===== src/rtl/clock_step_driver.sv =====
// clock_step_driver
//
// Produces one-cycle command strobes for a downstream up/down counter,
// either from a free-running prescaler (run mode) or from three debounced
// push buttons. Holding up or down gives a single step, then a first
// auto-repeat after REPEAT_DELAY cycles, then further steps every
// REPEAT_RATE cycles for as long as the button stays held.
//
// Command encoding on {o_up, o_down}:
//   00 none, 10 step up, 01 step down, 11 clear
//
// Ports
//   i_clk       clock, rising edge
//   i_rstn      asynchronous active-low reset
//   i_run       synchronous level, 1 = free-run count-up mode
//   i_btn_up    raw asynchronous button, 1 = pressed
//   i_btn_down  raw asynchronous button, 1 = pressed
//   i_btn_clr   raw asynchronous button, 1 = pressed
//   o_up        registered step strobe (see encoding above)
//   o_down      registered step strobe (see encoding above)
//   o_state     manual FSM state: 0 IDLE, 1 DELAY, 2 REPEAT

module clock_step_driver #(
    parameter int TICK_DIV     = 50000,
    parameter int DEBOUNCE_CYC = 20000,
    parameter int REPEAT_DELAY = 25000000,
    parameter int REPEAT_RATE  = 5000000
) (
    input  logic       i_clk,
    input  logic       i_rstn,
    input  logic       i_run,
    input  logic       i_btn_up,
    input  logic       i_btn_down,
    input  logic       i_btn_clr,
    output logic       o_up,
    output logic       o_down,
    output logic [1:0] o_state
);

    localparam int TICK_W  = $clog2(TICK_DIV);
    localparam int DB_W    = (DEBOUNCE_CYC > 1) ? $clog2(DEBOUNCE_CYC) : 1;
    localparam int TMR_MAX = (REPEAT_DELAY > REPEAT_RATE) ? REPEAT_DELAY : REPEAT_RATE;
    localparam int TMR_W   = $clog2(TMR_MAX);

    localparam logic [TICK_W-1:0] TICK_LAST  = TICK_W'(TICK_DIV - 1);
    localparam logic [DB_W-1:0]   DB_LAST    = DB_W'(DEBOUNCE_CYC - 1);
    localparam logic [TMR_W-1:0]  DELAY_LOAD = TMR_W'(REPEAT_DELAY - 1);
    localparam logic [TMR_W-1:0]  RATE_LOAD  = TMR_W'(REPEAT_RATE - 1);

    localparam int BTN_UP   = 0;
    localparam int BTN_DOWN = 1;
    localparam int BTN_CLR  = 2;

    typedef enum logic [1:0] {
        S_IDLE   = 2'd0,
        S_DELAY  = 2'd1,
        S_REPEAT = 2'd2
    } state_t;

    logic [2:0]        raw;
    logic [2:0]        sync_a;
    logic [2:0]        sync_b;
    logic [2:0]        level;
    logic [2:0]        level_d;
    logic [2:0]        rise;
    logic [DB_W-1:0]   db_cnt [3];

    logic [TICK_W-1:0] presc;
    logic              tick;

    state_t            state;
    state_t            next_state;
    logic [TMR_W-1:0]  timer;
    logic [TMR_W-1:0]  timer_next;
    logic              dir_up;
    logic              dir_up_next;
    logic              step_up;
    logic              step_down;
    logic              hold_idle;
    logic              press_up;
    logic              press_down;
    logic              held_lvl;
    logic              opp_lvl;
    logic              abort;
    logic              cmd_up;
    logic              cmd_down;

    assign raw = {i_btn_clr, i_btn_down, i_btn_up};

    // Two-flop synchronizer for all three raw buttons.
    always_ff @(posedge i_clk or negedge i_rstn) begin
        if (!i_rstn) begin
            sync_a <= '0;
            sync_b <= '0;
        end else begin
            sync_a <= raw;
            sync_b <= sync_a;
        end
    end

    // Per-button debouncer: the accepted level flips only after DEBOUNCE_CYC
    // consecutive disagreeing samples; a single agreeing sample restarts the
    // run. level_d keeps the previous accepted level for edge detection.
    always_ff @(posedge i_clk or negedge i_rstn) begin
        if (!i_rstn) begin
            level   <= '0;
            level_d <= '0;
            for (int b = 0; b < 3; b++) begin
                db_cnt[b] <= '0;
            end
        end else begin
            level_d <= level;
            for (int b = 0; b < 3; b++) begin
                if (sync_b[b] == level[b]) begin
                    db_cnt[b] <= '0;
                end else if (db_cnt[b] == DB_LAST) begin
                    db_cnt[b] <= '0;
                    level[b]  <= sync_b[b];
                end else begin
                    db_cnt[b] <= db_cnt[b] + 1'b1;
                end
            end
        end
    end

    assign rise = level & ~level_d;

    // Free-run prescaler: held at 0 while not running, so the first tick
    // lands TICK_DIV cycles after i_run rises. A clear does not stall it;
    // the tick it collides with is simply lost.
    always_ff @(posedge i_clk or negedge i_rstn) begin
        if (!i_rstn) begin
            presc <= '0;
        end else if (!i_run || presc == TICK_LAST) begin
            presc <= '0;
        end else begin
            presc <= presc + 1'b1;
        end
    end

    assign tick = i_run && (presc == TICK_LAST);

    // Clear and run mode both force the manual FSM back to IDLE.
    assign hold_idle  = rise[BTN_CLR] | i_run;
    assign press_up   = rise[BTN_UP] && !level[BTN_DOWN];
    assign press_down = rise[BTN_DOWN] && !level[BTN_UP];
    assign held_lvl   = dir_up ? level[BTN_UP] : level[BTN_DOWN];
    assign opp_lvl    = dir_up ? level[BTN_DOWN] : level[BTN_UP];
    assign abort      = !held_lvl || opp_lvl;

    // Manual FSM state register together with the repeat timer and the
    // latched step direction.
    always_ff @(posedge i_clk or negedge i_rstn) begin
        if (!i_rstn) begin
            state  <= S_IDLE;
            timer  <= '0;
            dir_up <= 1'b0;
        end else begin
            state  <= next_state;
            timer  <= timer_next;
            dir_up <= dir_up_next;
        end
    end

    // Manual FSM next-state logic. Release of the latched button or a press
    // of the opposite one outranks a step that falls due in the same cycle.
    always_comb begin
        next_state = state;
        if (hold_idle) begin
            next_state = S_IDLE;
        end else begin
            case (state)
                S_IDLE: begin
                    if (press_up || press_down) begin
                        next_state = S_DELAY;
                    end
                end
                S_DELAY: begin
                    if (abort) begin
                        next_state = S_IDLE;
                    end else if (timer == '0) begin
                        next_state = S_REPEAT;
                    end
                end
                S_REPEAT: begin
                    if (abort) begin
                        next_state = S_IDLE;
                    end
                end
                default: next_state = S_IDLE;
            endcase
        end
    end

    // Manual FSM outputs: step requests, timer reload/decrement and the
    // direction latch. The timer is only decremented while nonzero.
    always_comb begin
        step_up     = 1'b0;
        step_down   = 1'b0;
        timer_next  = timer;
        dir_up_next = dir_up;
        if (hold_idle) begin
            timer_next = '0;
        end else begin
            case (state)
                S_IDLE: begin
                    timer_next = '0;
                    if (press_up) begin
                        step_up     = 1'b1;
                        dir_up_next = 1'b1;
                        timer_next  = DELAY_LOAD;
                    end else if (press_down) begin
                        step_down   = 1'b1;
                        dir_up_next = 1'b0;
                        timer_next  = DELAY_LOAD;
                    end
                end
                S_DELAY, S_REPEAT: begin
                    if (abort) begin
                        timer_next = '0;
                    end else if (timer == '0) begin
                        step_up    = dir_up;
                        step_down  = !dir_up;
                        timer_next = RATE_LOAD;
                    end else begin
                        timer_next = timer - 1'b1;
                    end
                end
                default: timer_next = '0;
            endcase
        end
    end

    // Command priority: clear, then run tick, then manual step.
    always_comb begin
        cmd_up   = 1'b0;
        cmd_down = 1'b0;
        if (rise[BTN_CLR]) begin
            cmd_up   = 1'b1;
            cmd_down = 1'b1;
        end else if (i_run) begin
            cmd_up = tick;
        end else begin
            cmd_up   = step_up;
            cmd_down = step_down;
        end
    end

    always_ff @(posedge i_clk or negedge i_rstn) begin
        if (!i_rstn) begin
            o_up   <= 1'b0;
            o_down <= 1'b0;
        end else begin
            o_up   <= cmd_up;
            o_down <= cmd_down;
        end
    end

    assign o_state = state;

endmodule


===== config.mk =====
export PLATFORM = sky130hd
export DESIGN_NAME = clock_step_driver
export DESIGN_NICKNAME = d
export VERILOG_FILES = /design/src/rtl/clock_step_driver.sv
export SDC_FILE = /design/constraint.sdc
export NUM_CORES = 1
export LEC_CHECK = 0
export CAP_MARGIN = 15
export CORE_MARGIN = 2
export CORE_UTILIZATION = 45
export DETAILED_ROUTE_END_ITERATION = 6
export PLACE_DENSITY = 0.62
export RECOVER_POWER = 50
export REMOVE_ABC_BUFFERS = 1
export SLEW_MARGIN = 5
export SYNTH_ARGS = -nofsm -noshare
export SYNTH_HDL_FRONTEND = slang
export SYNTH_SLANG_ARGS = --single-unit

===== constraint.sdc =====
create_clock -name i_clk -period 2 [get_ports i_clk]
set_input_delay 0.4 -clock i_clk [delete_from_list [all_inputs] [get_ports i_clk]]
set_output_delay 0.4 -clock i_clk [all_outputs]
set_load 0.01 [all_outputs]

# Word-level counts from Yosys, hierarchy flattened
# Cells that the tools add are included.
# Widths: inputs -> output; s select.
[op_classes]
n_addsub = 5
bitwise_logic = 7
reduce_logical = 20
eq_ne = 12
muxes = 38
[op_table]
columns = ["op", "count"]
rows = [
  ["$mux 25", 5],
  ["$mux 15", 6],
  ["$pmux 25 s2", 1],
  ["$add 15x1->15 const B", 3],
  ["$eq 15x15->1 const B", 3],
  ["$logic_not 25->1", 1],
  ["$sub 25x1->25 const B", 1],
  ["$mux 1", 17],
  ["$add 16x1->16 const B", 1],
  ["$eq 16x16->1 const B", 1],
  ["$mux 16", 1],
  ["$mux 2", 5],
  ["$ne 3x3->1 const B", 2],
  ["$pmux 2 s3", 1],
  ["$reduce_and 2->1", 3],
  ["$reduce_and 3->1", 2],
  ["$logic_not 1->1", 5],
  ["$ne 4x4->1 const B", 1],
  ["$not 1->1", 4],
  ["$pmux 1 s2", 2],
  ["$and 3x3->3", 1],
  ["$eq 1x1->1", 3],
  ["$logic_and 1x1->1", 3],
  ["$logic_or 1x1->1", 3],
  ["other kinds (7)", 7],
]
[word_totals]
reg_bits = 103
output_inout_bits = 4
input_bits = 6

# Depth between registers and ports, before layout
[logic_depth]
depth_word = 9
ltp_mapped = 8
mapped_depth_nobuf = 7

# Worst setup path before layout
# No wires, ideal clock.
[synth_path]
kind = "register -> register"
startpoint = "register state[0], in the netlist o_state[0]"
endpoint = "register timer[12]"
setup_slack_ns = 0.034
period_less_slack_ns = 1.966
t_arrival_ns = 1.829
path_stages_with_launch = 8
required_time_ns = 1.863
setup_time_ns = 0.137
path_buffers = 1
path_cell_list = "dfrtp_1 > inv_1 > ha_1 > and4bb_2 > o21ai_0 > or2_2 > buf_4 > o21ai_0"
[synth_between]
elab_chain_cells = 4
word_cells_on_any_way = 6
[synth_lines]
columns = ["item", "line_no", "source"]
rows = [
  ["start, declared", "71", "state_t state;"],
  ["start signal, assigned", "159", "state <= next_state;"],
  ["$eq 2x2->1 / $eq 2x1->1 (equally long branches)", "205", "case (state)"],
  ["$reduce_or 2->1", "205", ""],
  ["$pmux 25 s2 (*)", "205", ""],
  ["$mux 25 (*)", "202", "if (hold_idle) begin"],
  ["net timer_next[12]", "74", "logic [TMR_W-1:0] timer_next;"],
  ["end signal, assigned", "160", "timer <= timer_next;"],
  ["end, declared", "73", "logic [TMR_W-1:0] timer;"],
]
# The timed path passes the listed nets; every way through them passes the cells marked *.
# A chain may end at the register's enable or synchronous reset.

# Final worst setup path
[layout_path]
startpoint = "register timer[9]"
endpoint = "register timer[1]"
[layout_between]
elab_chain_cells = 5
[layout_lines]
columns = ["item", "line_no", "source"]
rows = [
  ["$logic_not 25->1", "221", "end else if (timer == '0) begin"],
  ["$mux 25", "221", ""],
  ["$mux 25", "219", "if (abort) begin"],
  ["$pmux 25 s2", "205", ""],
  ["$mux 25", "202", ""],
  ["net timer_next[1]", "74", ""],
]
# The timed path passes the listed nets, and every way through them passes these cells.

==> metrics.txt <==
Yosys reg bits=between 100 and 150; post-DP HPWL=between 6000 and 7000 microns; Top delay family on crit path=simple AND/OR/NAND/NOR gates; critical path arrival=around 2.2 ns; max-slew violations=0; DRT Wirelength=just under 9000 microns; # nets final=548; clock slew at reported path FFs=approximately 0.090 ns; slowest CP cell=dfrtp_2; wire length per cell=~13 microns; PD cells=~650 nW/um^2; cell area after layout=5590 sq um; Design Power=3650 uW; r2r endpoint=timer[1]; total die area=11900 sq um; Synth Cell Area=4990 sq um; Core Util, Final=0.515; Worst Setup End Kind=register; global-route wire length before repair=~16000 microns; predominant post-synthesis flop cell=dfrtp_1; # IOs=10; core area=around 11000 sq um; number of max-cap violations=0; Synth async-reset ratio=1.00; Worst VDD drop=0.473 mV; RSZ-0062 raised after global routing=false; drt pass-1 iters=4; headroom to the max-slew limit=0.354; status=completed; Distinct cells, synth=48; DRC=0; most common cell after layout, fill and taps aside=dfrtp_1; sequential area share after synthesis=0.517; Worst Path Required=about 2.3 ns; worst r2r src=timer[9]; GR Util All Layers=0.168; Max Clock Skew=0.00538 ns; Die W=approximately 110 microns; CP peak stage delay=about 0.44 ns; H-tree levels=3; clock buffer depth=2; initial antenna violation count=0; Final Hold Viols=0; endpoints failing setup=0; Syn-to-layout area delta=11.9%; Buf/Inv on CP=1; die height=~110 microns; startpoint type of the worst setup path=register; layout cells sized above 1=0.112; clk root buf=clkbuf_8; GPL Wtd Cong=approximately 0.84; most frequent cells in the layout=dfrtp_1 (102), nor2_1 (100), xnor2_1 (40); CTS Sinks=slightly above 100; CTS tree=built; Hold Crit Class=primary input to asynchronous set/reset pin; row cnt=38; Via density=~5.2; cell mode on critical path=nor4_4; largest net degree at the start of global routing=40; Avg Inst Size Synth=10.0 sq um; Leak=0.00258 uW; number of buffers created by CTS=9; Post-synth EDFFs=0; clock latency on the worst-skew pair=roughly 0.36 ns; global route overflow=0; min cycle time layout=~1.9 ns; yosys warns=0; number of global-route vias before repair=3458; Worst Max-Slew Pin Slew=0.969 ns; DRT iter0 DRCs=about 140; n_diodes=0; reg2reg setup slack=around 0.13 ns; worst reg2reg path depth=6; CP Max Fanout=6; CP Cell Sequence=nor4_4 > nand4_4 > nor4_4 > buf_4 > and2b_2 > o21ai_1; Tcrit/Tclk final=0.935; Mapped Cells=497; Crit Path Class=register to register; routed vias=about 3500; DP Area=between 5000 and 6000 sq um; ANT nets after route=0; IO buf count=9; Initial Util=0.460; Peak Freq=about 530 MHz
## cells by family after synthesis
| group | Yosys count | share of synthesized area |
|---|---|---|
| mux | 4 | 0.00878 |
| simple gates | 242 | 0.248 |
| fa+ha+maj | 10 | 0.0251 |
| xor+xnor | 76 | 0.133 |
| flops | 103 | 0.517 |
| compound gates | 36 | 0.0449 |
| buf+inv | 26 | 0.0228 |
## timing repair
action | 4_1_cts | 5_1_grt
resized for setup | 0 | 7
buffers inserted | 0 | 2
setup endpoints to repair | 0 | 7
hold buffers | 0 | 0
## metal layers
metal	wire [microns]	track usage	share of wire
met2	4130	0.270	0.46
met1	4410	0.229	0.49
met3	280	0.0409	0.031
met5	0	0	0
met4	102	0.0434	0.011
## cell usage after synthesis (2+ instances only)
master    instances  area, sq um
dfrtp_1         103         2580
nor2_1          100          375
xnor2_1          40          350
xor2_1           36          315
nand2_1          28          105
nor3_1           28          140
nand3_1          22          110
o21ai_0          21          105
nand4_1          17          106
inv_1            14         52.6
ha_1             10          125
and3_1            9         56.3
nand2b_1          6         37.5
clkbuf_1          5         18.8
a21oi_1           4         20.0
buf_2             4         20.0
or3_1             4         25.0
mux2_2            3         33.8
nor2b_1           3         18.8
nor4_4            3         63.8
nor4b_1           3         26.3
o31ai_1           3         22.5
a21oi_2           2         17.5
and4_1            2         17.5
nor4_1            2         12.5
or2_2             2         12.5
or4_1             2         15.0
## worst max path at each step
stage          depth (start not counted)   endpoint  startpoint  slack [ns]
4_1_cts                                6  timer[21]  o_state[0]       0.001
3_5_place_dp                           5  timer[21]       i_run      -0.008
5_1_grt                                6  timer[22]  o_state[0]        0.02
2_1_floorplan                          6  timer[12]  o_state[0]       -0.34
6_report                               6   timer[1]    timer[9]        0.13
3_3_place_gp                           5  timer[21]       i_run        0.10
## through the flow
| step | instances | TNS (ns) | worst slack, ns | hold slack (ns) |
|---|---|---|---|---|
| 2_1_floorplan | 485 | -4.81 | -0.335 | 0.104 |
| 3_3_place_gp | 659 | 0 | 0.104 | 0.339 |
| 3_5_place_dp | 659 | -0.00808 | -0.00808 | 0.337 |
| 4_1_cts | 675 | 0 | 0.00130 | 0.0155 |
| 5_1_grt | 677 | 0 | 0.0180 | 0.243 |
| 6_report | 677 | 0 | 0.129 | 0.177 |
## report_power, final
part	switching [uW]	total (uW)	internal, uW
registers	43.6	2170	2120
logic	206	339	132
clock network	662	1150	487
total	912	3650	2740
## state kept, by name (all words and copies together) (netlist names), 2 cells and up
signal	count
sync_a	3
presc	16
o_state	2
sync_b	3
level	3
level_d	3
timer	25
db_cnt	45
## cell type report
cell class                 instances  area, sq um
fill                            1007         5260
inverter                          14         52.6
tap                              140          175
clock buffer                      13          149
timing repair buffer              36          288
sequential                       103         2580
clock inverter                     3         18.8
multi-input combinational        368         2320
(Power assumes the default switching activity.)
